$ cat src/rtl/darkboot_loader.sv
// Boot loader that streams a length-prefixed byte image into memory
// while holding the core in reset until the image is complete.
module darkboot_loader #(
  parameter logic [31:0] BASE = 32'h0000_0000,
  parameter int          MAXW = 512
) (
  input  logic        XCLK,
  input  logic        XRES,
  input  logic [7:0]  RX_DATA,
  input  logic        RX_VLD,
  output logic        RX_RDY,
  output logic        WR,
  output logic [31:0] ADDR,
  output logic [31:0] DATA,
  output logic [3:0]  BE,
  input  logic        ACK,
  input  logic        START,
  output logic        HOLD,
  output logic        DONE,
  output logic        ERR
);

  localparam int          IW    = $clog2(MAXW + 1);
  localparam logic [31:0] LIMIT = 32'(MAXW);

  typedef enum logic [2:0] {
    S_HDR, S_DATA, S_WRITE, S_FIN, S_ERR
  } state_t;

  state_t          state, state_nx;
  logic [1:0]      bidx;
  logic [23:0]     acc;
  logic [IW-1:0]   cnt, n, cnt_inc;
  logic [31:0]     word;
  logic            take, last, restart;

  // RX_RDY is gated by XRES so it drops at once, not at the next edge.
  assign RX_RDY  = !XRES && (state == S_HDR || state == S_DATA);
  assign take    = RX_VLD && RX_RDY;
  assign last    = take && (bidx == 2'd3);
  assign word    = {RX_DATA, acc};
  assign cnt_inc = cnt + 1'b1;
  assign restart = START && (state == S_FIN || state == S_ERR);

  assign WR   = (state == S_WRITE);
  assign BE   = WR ? 4'hF : 4'h0;
  assign ADDR = BASE + {{(30-IW){1'b0}}, cnt, 2'b00};
  assign HOLD = (state != S_FIN);
  assign DONE = (state == S_FIN);
  assign ERR  = (state == S_ERR);

  always_ff @(posedge XCLK or posedge XRES) begin
    if (XRES) state <= S_HDR;
    else      state <= state_nx;
  end

  always_comb begin
    state_nx = state;
    unique case (state)
      S_HDR: begin
        if (last) begin
          if (word == 32'd0)     state_nx = S_FIN;
          else if (word > LIMIT) state_nx = S_ERR;
          else                   state_nx = S_DATA;
        end
      end
      S_DATA:  if (last) state_nx = S_WRITE;
      S_WRITE: if (ACK)  state_nx = (cnt_inc == n) ? S_FIN : S_DATA;
      S_FIN,
      S_ERR:   if (START) state_nx = S_HDR;
      default: state_nx = S_HDR;
    endcase
  end

  always_ff @(posedge XCLK or posedge XRES) begin
    if (XRES) begin
      bidx <= 2'd0;
      acc  <= 24'd0;
      cnt  <= '0;
      n    <= '0;
      DATA <= 32'd0;
    end else begin
      if (take) begin
        bidx <= bidx + 2'd1;
        case (bidx)
          2'd0:    acc[7:0]   <= RX_DATA;
          2'd1:    acc[15:8]  <= RX_DATA;
          2'd2:    acc[23:16] <= RX_DATA;
          default: ;
        endcase
      end
      if (state == S_HDR && last)  n    <= word[IW-1:0];
      if (state == S_DATA && last) DATA <= word;
      if (state == S_WRITE && ACK) cnt  <= cnt_inc;
      if (restart) begin
        bidx <= 2'd0;
        cnt  <= '0;
      end
    end
  end

endmodule

$ cat config.mk
export PLATFORM = sky130hd
export DESIGN_NAME = darkboot_loader
export DESIGN_NICKNAME = d
export VERILOG_FILES = /design/src/rtl/darkboot_loader.sv
export SDC_FILE = /design/constraint.sdc
export NUM_CORES = 1
export LEC_CHECK = 0
export CORE_UTILIZATION = 23
export DETAILED_ROUTE_END_ITERATION = 16
export PLACE_DENSITY = 0.5
export SLEW_MARGIN = 10
export SYNTH_ARGS = -nofsm -noshare
export SYNTH_HDL_FRONTEND = slang
export SYNTH_SLANG_ARGS = --single-unit
$ cat constraint.sdc
create_clock -name XCLK -period 8.15 [get_ports XCLK]
set_input_delay 1.63 -clock XCLK [delete_from_list [all_inputs] [get_ports XCLK]]
set_output_delay 1.63 -clock XCLK [all_outputs]
set_load 0.005 [all_outputs]
# After elaboration in Yosys (flattened, before gate mapping)

Cells that the tools add are included.

Register bits: 81
Logic and storage cells: 57
Bits of input ports: 13

Mux-type cells: 13
Eq/ne operators: 13
Add/subtract/negate cells: 2
Reductions and logical operators: 20
$lt $le $gt $ge: 1

Operators with widths:

| kind                    | count |
|---|---|
| $gt A32 B10 Y1 const B  | 1 |
| $logic_not A32 Y1       | 1 |
| $mux W10                | 2 |
| $mux W3                 | 6 |
| $pmux W3 S4             | 1 |
| $add A10 B1 Y10 const B | 1 |
| $eq A10 B10 Y1          | 1 |
| $logic_and A1 B1 Y1     | 7 |
| $eq A3 B2 Y1 const B    | 2 |
| $mux W2                 | 3 |
| $ne A2 B2 Y1 const B    | 3 |
| $reduce_and A2 Y1       | 3 |
| $eq A2 B2 Y1 const B    | 2 |
| $mux W4                 | 1 |
| $reduce_and A4 Y1       | 1 |
| $reduce_bool A2 Y1      | 2 |
| $eq A3 B1 Y1 const B    | 1 |
| $eq A3 B3 Y1 const B    | 1 |
| $logic_not A3 Y1        | 1 |
| $ne A3 B2 Y1 const B    | 1 |
| $add A2 B1 Y2 const B   | 1 |
| $eq A2 B1 Y1 const B    | 1 |
| $logic_not A2 Y1        | 1 |
| $logic_or A1 B1 Y1      | 2 |
| 3 further kinds         | 3 |

# Depth between registers and ports, before layout

Word-level depth: 7
Gate-level depth with buffers: 8
Depth with buffers taken out: 7

# Worst setup path after synthesis

No wires, ideal clock.

Path type: input to register
From: input XRES
To: register state[2]
Buffers on the path: 0
Setup time: 86 ps
Path slack: 3765 ps
Stages on the path: 6
Data arrival time: 4299 ps
Path through: inv_1 -> a31oi_1 -> a31oi_1 -> o22ai_1 -> o31a_1 -> nor3_1

Word-level cells in the longest chain between the ends: 6
Elaborated cells on any way between the ends: 7
Those cells by class: eq/ne: 2; reduce/logical: 5

RTL lines:

| item                          | RTL line | RTL |
|---|---|---|
| start: declaration            | 8        | `input logic XRES,` |
| $logic_not A1 Y1 (no line) *  | --       |  |
| $logic_and A1 B1 Y1 *         | 38       | `assign RX_RDY = !XRES && (state == S_HDR \|\| state == S_DATA);` |
| $logic_and A1 B1 Y1 *         | 39       | `assign take = RX_VLD && RX_RDY;` |
| $logic_and A1 B1 Y1 *         | 40       | `assign last = take && (bidx == 2'd3);` |
| $ne A2 B2 Y1 (no line)        | --       |  |
| $reduce_and A4 Y1 (no line) * | --       |  |
| end signal: assignment        | 54       | `else state <= state_nx;` |
| end: declaration              | 30       | `state_t state, state_nx;` |

Mark *: on every way between the ends. The rest lies on a longest branch, timed or not.
A chain may end at the register's enable or synchronous reset.

# Final worst setup path

From: input XRES
To: output RX_RDY

Word-level cells in the longest chain between the ends: 2

RTL lines:

| item                       | RTL line | RTL |
|---|---|---|
| $logic_not A1 Y1 (no line) | --       |  |
| $logic_and A1 B1 Y1        | 38       |  |
| end: declaration           | 11       | `output logic RX_RDY,` |

No other way between the ends.

==> impl_results.md <==
* Status: completed
* RSZ-0062 raised after global routing: no
* # rows at 48
* Fillers at 1743
* Mapped Area at 4109 um^2
* Tmin final at 4392 ps
* Max-cap violations at 0
* Measured slew at the worst slew-check pin at 1036 ps
* Layout Skew at 9.764 ps
* Fmax at 227.7 MHz
* HPWL after DPL at 6.332 mm
* Initial DRC Count at 122
* Final ANT Viol Nets at 0
* Clock Sinks at 81
* Setup TNS at 0 ps
* Worst setup SP type: input pin
* Commonest non-fill, non-tap cell in the layout: dfrtp_1
* Post-cts hold buffer count at 0
* Vias in the first global route at 2693
* Register area at 2027 um^2
* GRT Overall Usage at 10.30%
* Power per cell area at 268.2 nW/um^2
* IO Pins at 86
* Worst min-delay path class: flip-flop to flip-flop
* Die width at 135.7 um
* Slew Limit Fails at 0
* H-tree levels at 3
* Netlist cell types at 51
* Worst-path fanout max at 2
* CTS root buf: clkbuf_16
* Period utilization at 53.89%
* Initial antenna violation count at 0
* Leak pwr at 2.286 nW
* Commonest non-fill, non-tap cells in the layout: dfrtp_1, clkdlybuf4s50_1, mux2_2
* Setup violations, final at 0
* Post_cts resized at 0
* Drc violations at 0
* Routed via count at 2605
* Slew headroom at 30.93%
* Syn. warnings at 0
* Hold Fails Final Rpt at 0
* CTS Buf Count at 9
* Critical path capture point type: output port
* Ant diodes at 0
* Global route total overflow at 0
* Port buffer count at 63
* Core box area at 17360 um^2
* Multi-input gate area at 1838 um^2
* Final Util at 29.71%
* Critical path class: input pin to output port
* Worst-Skew Late Latency at 340 ps
* Reg clk slew, reported paths at 60 ps
* Ratio of cells with drive above 1 in the final layout at 25.06%
* DP Cell Count at 600
* Nets at 404
* Post-CTS Repair Setup Buffers at 0
* RePlAce Congestion at 0.8037
* First-pass GRT wire length at 14.43 mm
* Fin cells at 616
* Overall die height at 135.7 um
* TritonCTS clock tree: built
* Clk buf depth at 2
* Maximum vdd drop at 0.1347 mV
* Cells after synthesis at 328
* Critical path data arrival time at 2760 ps
* DR WL/cell at 14.51 um
* DRT Pass-1 Iters at 4
* Drt total wl at 8.940 mm
* Largest net degree at the start of global routing at 83
* CP required at 6520 ps
* Post-synthesis sequential area ratio at 49.33%
* Area grow syn2layout at 25.49%
* Hold slack at 510.4 ps
* Die Area at 18400 um^2
* Initial Util at 23.67%
* Vias/cell at 4.229
* Post-synthesis register bit count at 81
* Mean Syn Cell Area at 12.53 um^2
## layout make-up
| type | count | share of cell area (%) |
|---|---|---|
| flip-flops and latches | 81 | 39.31 |
| well taps | 225 | 5.460 |
| clock buffers | 10 | 4.635 |
| multi-input cells | 221 | 35.65 |
| clock inverters | 6 | 1.893 |
| inverters | 9 | 0.6794 |
| repair buffers | 64 | 12.38 |
## synthesized netlist by cell type, drive strengths merged
library cell   n  share of area [%]
nor4           8                1.2
buf           37                6.9
a211o          1               0.21
nand2         15                1.6
o31ai          3               0.55
nor3b          3               0.67
o41ai          3               0.82
clkbuf         1               0.12
nor2b          1               0.15
mux2          66                 21
and2b          1               0.18
a311oi         1               0.21
nor4b          2               0.79
nor3           5               0.88
nand3         11                1.8
o22ai          2               0.30
o31a           1               0.21
o21ai         17                2.1
inv            9               0.82
and3b          1               0.21
a22oi          1               0.18
o21a           1               0.18
nand2b         1               0.15
or4            1               0.18
xnor2          9                1.9
a31oi          4               0.61
and2           2               0.30
nand4          3               0.61
a21oi          7               0.85
a211oi         1               0.18
nor2          16                1.8
dfrtp         81                 49
o211ai         1               0.18
conb           1              0.091
a21o           1               0.18
ha             5                1.5
xor2           5                1.2
## routing by layer
metal,track usage [%],vias to the layer above,routed length (um)
li1,-,1230,-
met3,3.741,12,577
met4,3.933,0,154
met2,16.21,72,4146
met1,12.77,1291,4061
met5,0,-,0
## metrics by stage
| step | instance area, um^2 | power, W | setup WS (ps) |
|---|---|---|---|
| after floorplan | 4188 | 0.0008288 | 3765 |
| after detailed placement | 4820 | 0.0009432 | 3755 |
| after global routing | 5156 | 0.001464 | 3715 |
| after CTS | 5156 | 0.001405 | 3747 |
| after global placement | 4820 | 0.0009340 | 3756 |
| final | 5156 | 0.001383 | 3758 |
## report_power, final
| group | switching (W) | leakage, nW | internal, W |
|---|---|---|---|
| sequential | 0.000108 | 1.07 | 0.000507 |
| clock | 0.000173 | 0.159 | 0.000281 |
| combinational | 0.000125 | 1.05 | 0.000190 |
| total | 0.000405 | 2.29 | 0.000978 |
## worst max-delay path, cell delays in order
cell and delay [ps]:
clkdlybuf4s50_1 470, nor3_4 140, clkdlybuf4s50_1 520
## final timing paths
| check | startpoint | to | slack [ps] | depth (start not counted) |
|---|---|---|---|---|
| setup / recovery | XRES | RX_RDY | 3760 | 3 |
| hold / removal | DATA[22] | DATA[22] | 510 | 1 |
| setup reg to reg | state[2] | DATA[23] | 5780 | 4 |
| hold reg to reg | DATA[22] | DATA[22] | 510 | 1 |
| max in group asynchronous | XRES | cnt[2] | 5460 | 3 |
| min in group asynchronous | XRES | state[0] | 2000 | 3 |
## sequential cells by signal, indices dropped and copies added, names as in the netlist
register	cells
DATA	32
acc	24
cnt	10
n	10
state	3
bidx	2
## logic make-up after synthesis
kind of cell / after synthesis / synth area share, %
AO/OA/AOI/OAI: 44 / 6.760
XOR/XNOR: 14 / 3.167
adder cells (fa/ha/maj): 5 / 1.523
buffers and inverters: 47 / 7.856
flip-flops: 81 / 49.33
multiplexers: 66 / 20.83
other: 1 / 0.09126
AND/OR/NAND/NOR: 70 / 10.44
Power figures use the tool's default switching activity.
==> RTL edit, RTL diff (same settings) <==
Encoding of `state_t`: now Gray code (3 bits for 5 states).
--- a/src/rtl/darkboot_loader.sv
+++ b/src/rtl/darkboot_loader.sv
@@ -24,7 +24,7 @@
   localparam logic [31:0] LIMIT = 32'(MAXW);
 
   typedef enum logic [2:0] {
-    S_HDR, S_DATA, S_WRITE, S_FIN, S_ERR
+    S_HDR = 3'b000, S_DATA = 3'b001, S_WRITE = 3'b011, S_FIN = 3'b010, S_ERR = 3'b110
   } state_t;
 
   state_t          state, state_nx;
Function: same outputs for any inputs over 10 cycles, from zero or initial values; not proved beyond that.
==> RTL edit against the unedited design <==
  * Worst setup slack worse by 0.089 ns
  * Final area down 3.1%
  * Critical endpoint unchanged
  * Power up 22%
  * Highest routed layer unchanged
  * Sequential cell count unchanged
  * Clock power down 12%
  * First-iteration DRC count up 21%
  * Routed wire length down 2.0%
  * Synthesized area down 3.0%
==> RTL edit: results (changes against the unedited design) <==
setup_path:
  worstPathMaxFanout: 3  # was 2
  r2r_setup_slack_ns: 5.59  # was 5.78 ns
  r2r-start: "state[1]"  # was state[2]
  r2r-end: "DATA[10]"  # was DATA[23]
  crit_path_max_incr_delay_ns: 0.55  # was 0.52 ns
  arrival_ns: 2.85  # was 2.76 ns
grt:
  grt_pass1_wl_mm: 14.41  # was 14.43 mm
  grt_max_degree: 82  # was 83
  grtUsageMet1: 0.1371  # was 0.1277
  grt_use_total: 0.1037  # was 0.1030
  use_met3: 0.03539  # was 0.03741
  use_met2: 0.1612  # was 0.1621
  grt_pass1_vias: 2657  # was 2693
placement:
  place.gp.congestion: 0.7671  # was 0.8037
  dpl_cell_area_um2: 4705  # was 4820 um2
  dp_hpwl_mm: 6.235  # was 6.332 mm
  place_ws_ns: 3.650  # was 3.755 ns
  post-place-cells: 581  # was 600
  portBuffers: 63  # unchanged
logic_synthesis:
  synthFlopType: "dfrtp_1"  # unchanged
  synth-async-reset-ratio: 1.000  # unchanged
  synthTopCellsByCount: "dfrtp_1 (81), mux2_2 (37), mux2_4 (30)"  # was dfrtp_1 (81), mux2_2 (36), mux2_4 (30)
  syn_inst: 315  # was 328
  synth.yosys.seq_area_share: 0.5088  # was 0.4933
  synth_cell_types: 42  # was 51
  synthTopCellsByArea: "dfrtp_1 (51%), mux2_4 (11%), mux2_2 (10%), buf_4 (4.9%), o21ai_0 (2.0%)"  # was dfrtp_1 (49%), mux2_4 (11%), mux2_2 (9.9%), buf_4 (4.9%), o21ai_0 (2.1%)
power_and_ir_drop:
  comb_power_share: 0.342  # was 0.228
  ir_drop_mv: 0.1507  # was 0.1347 mV
  netSwitchingPower_mw: 0.4947  # was 0.4050 mW
  p_sw_frac: 0.2938  # was 0.2929
  power_leakage_nw: 2.254  # was 2.286 nW
sta:
  hold_slack_ns: 0.5095  # was 0.5104 ns
  min_period_ns: 4.481  # was 4.392 ns
  finClkSkew_ns: 0.006170  # was 0.009764 ns
  tightestPinTransition_ns: 1.111  # was 1.036 ns
route:
  vias_per_cell: 4.290  # was 4.229
  drtIter0Drc: 148  # was 122
  wire_per_inst_um: 14.69  # was 14.51 um
  route.vias.total: 2557  # was 2605
finish:
  layout-drive-gt1-share: 0.2314  # was 0.2506
  fin_util: 0.2981  # was 0.2971
  fillCellCount: 1716  # was 1743
  finalNetCount: 390  # was 404
worst_hold_path:
  hold_end: "DATA[30]"  # was DATA[22]
  min_from: "DATA[30]"  # was DATA[22]
outcome:
  status: "finished clean"  # unchanged
[RTL edit: layout make-up]
class / count / share of cell area
tap: 220 / 0.05510
clock buffer: 9 / 0.04508
clock inverter: 6 / 0.01327
inverter: 5 / 0.004007
multi-input combinational: 211 / 0.3491
timing repair buffer: 64 / 0.1277
sequential: 81 / 0.4057
[RTL edit: kinds of logic (layout without fill, tap and decap cells)]
| family | Yosys count | after routing | synth area share |
|---|---|---|---|
| flops | 81 | 81 | 0.5088 |
| buf+inv | 44 | 84 | 0.07318 |
| other cells | 1 | 22 | 0.0009413 |
| mux | 67 | 67 | 0.2177 |
| compound gates | 44 | 44 | 0.06941 |
| fa+ha+maj | 5 | 5 | 0.01570 |
| simple gates | 61 | 61 | 0.08794 |
| xor+xnor | 12 | 12 | 0.02638 |
[RTL edit: metal layers]
layer	vias up	part of all wire
met5	-	0
met4	0	0.0083
met3	9	0.055
met2	80	0.46
met1	1260	0.48
li1	1208	-
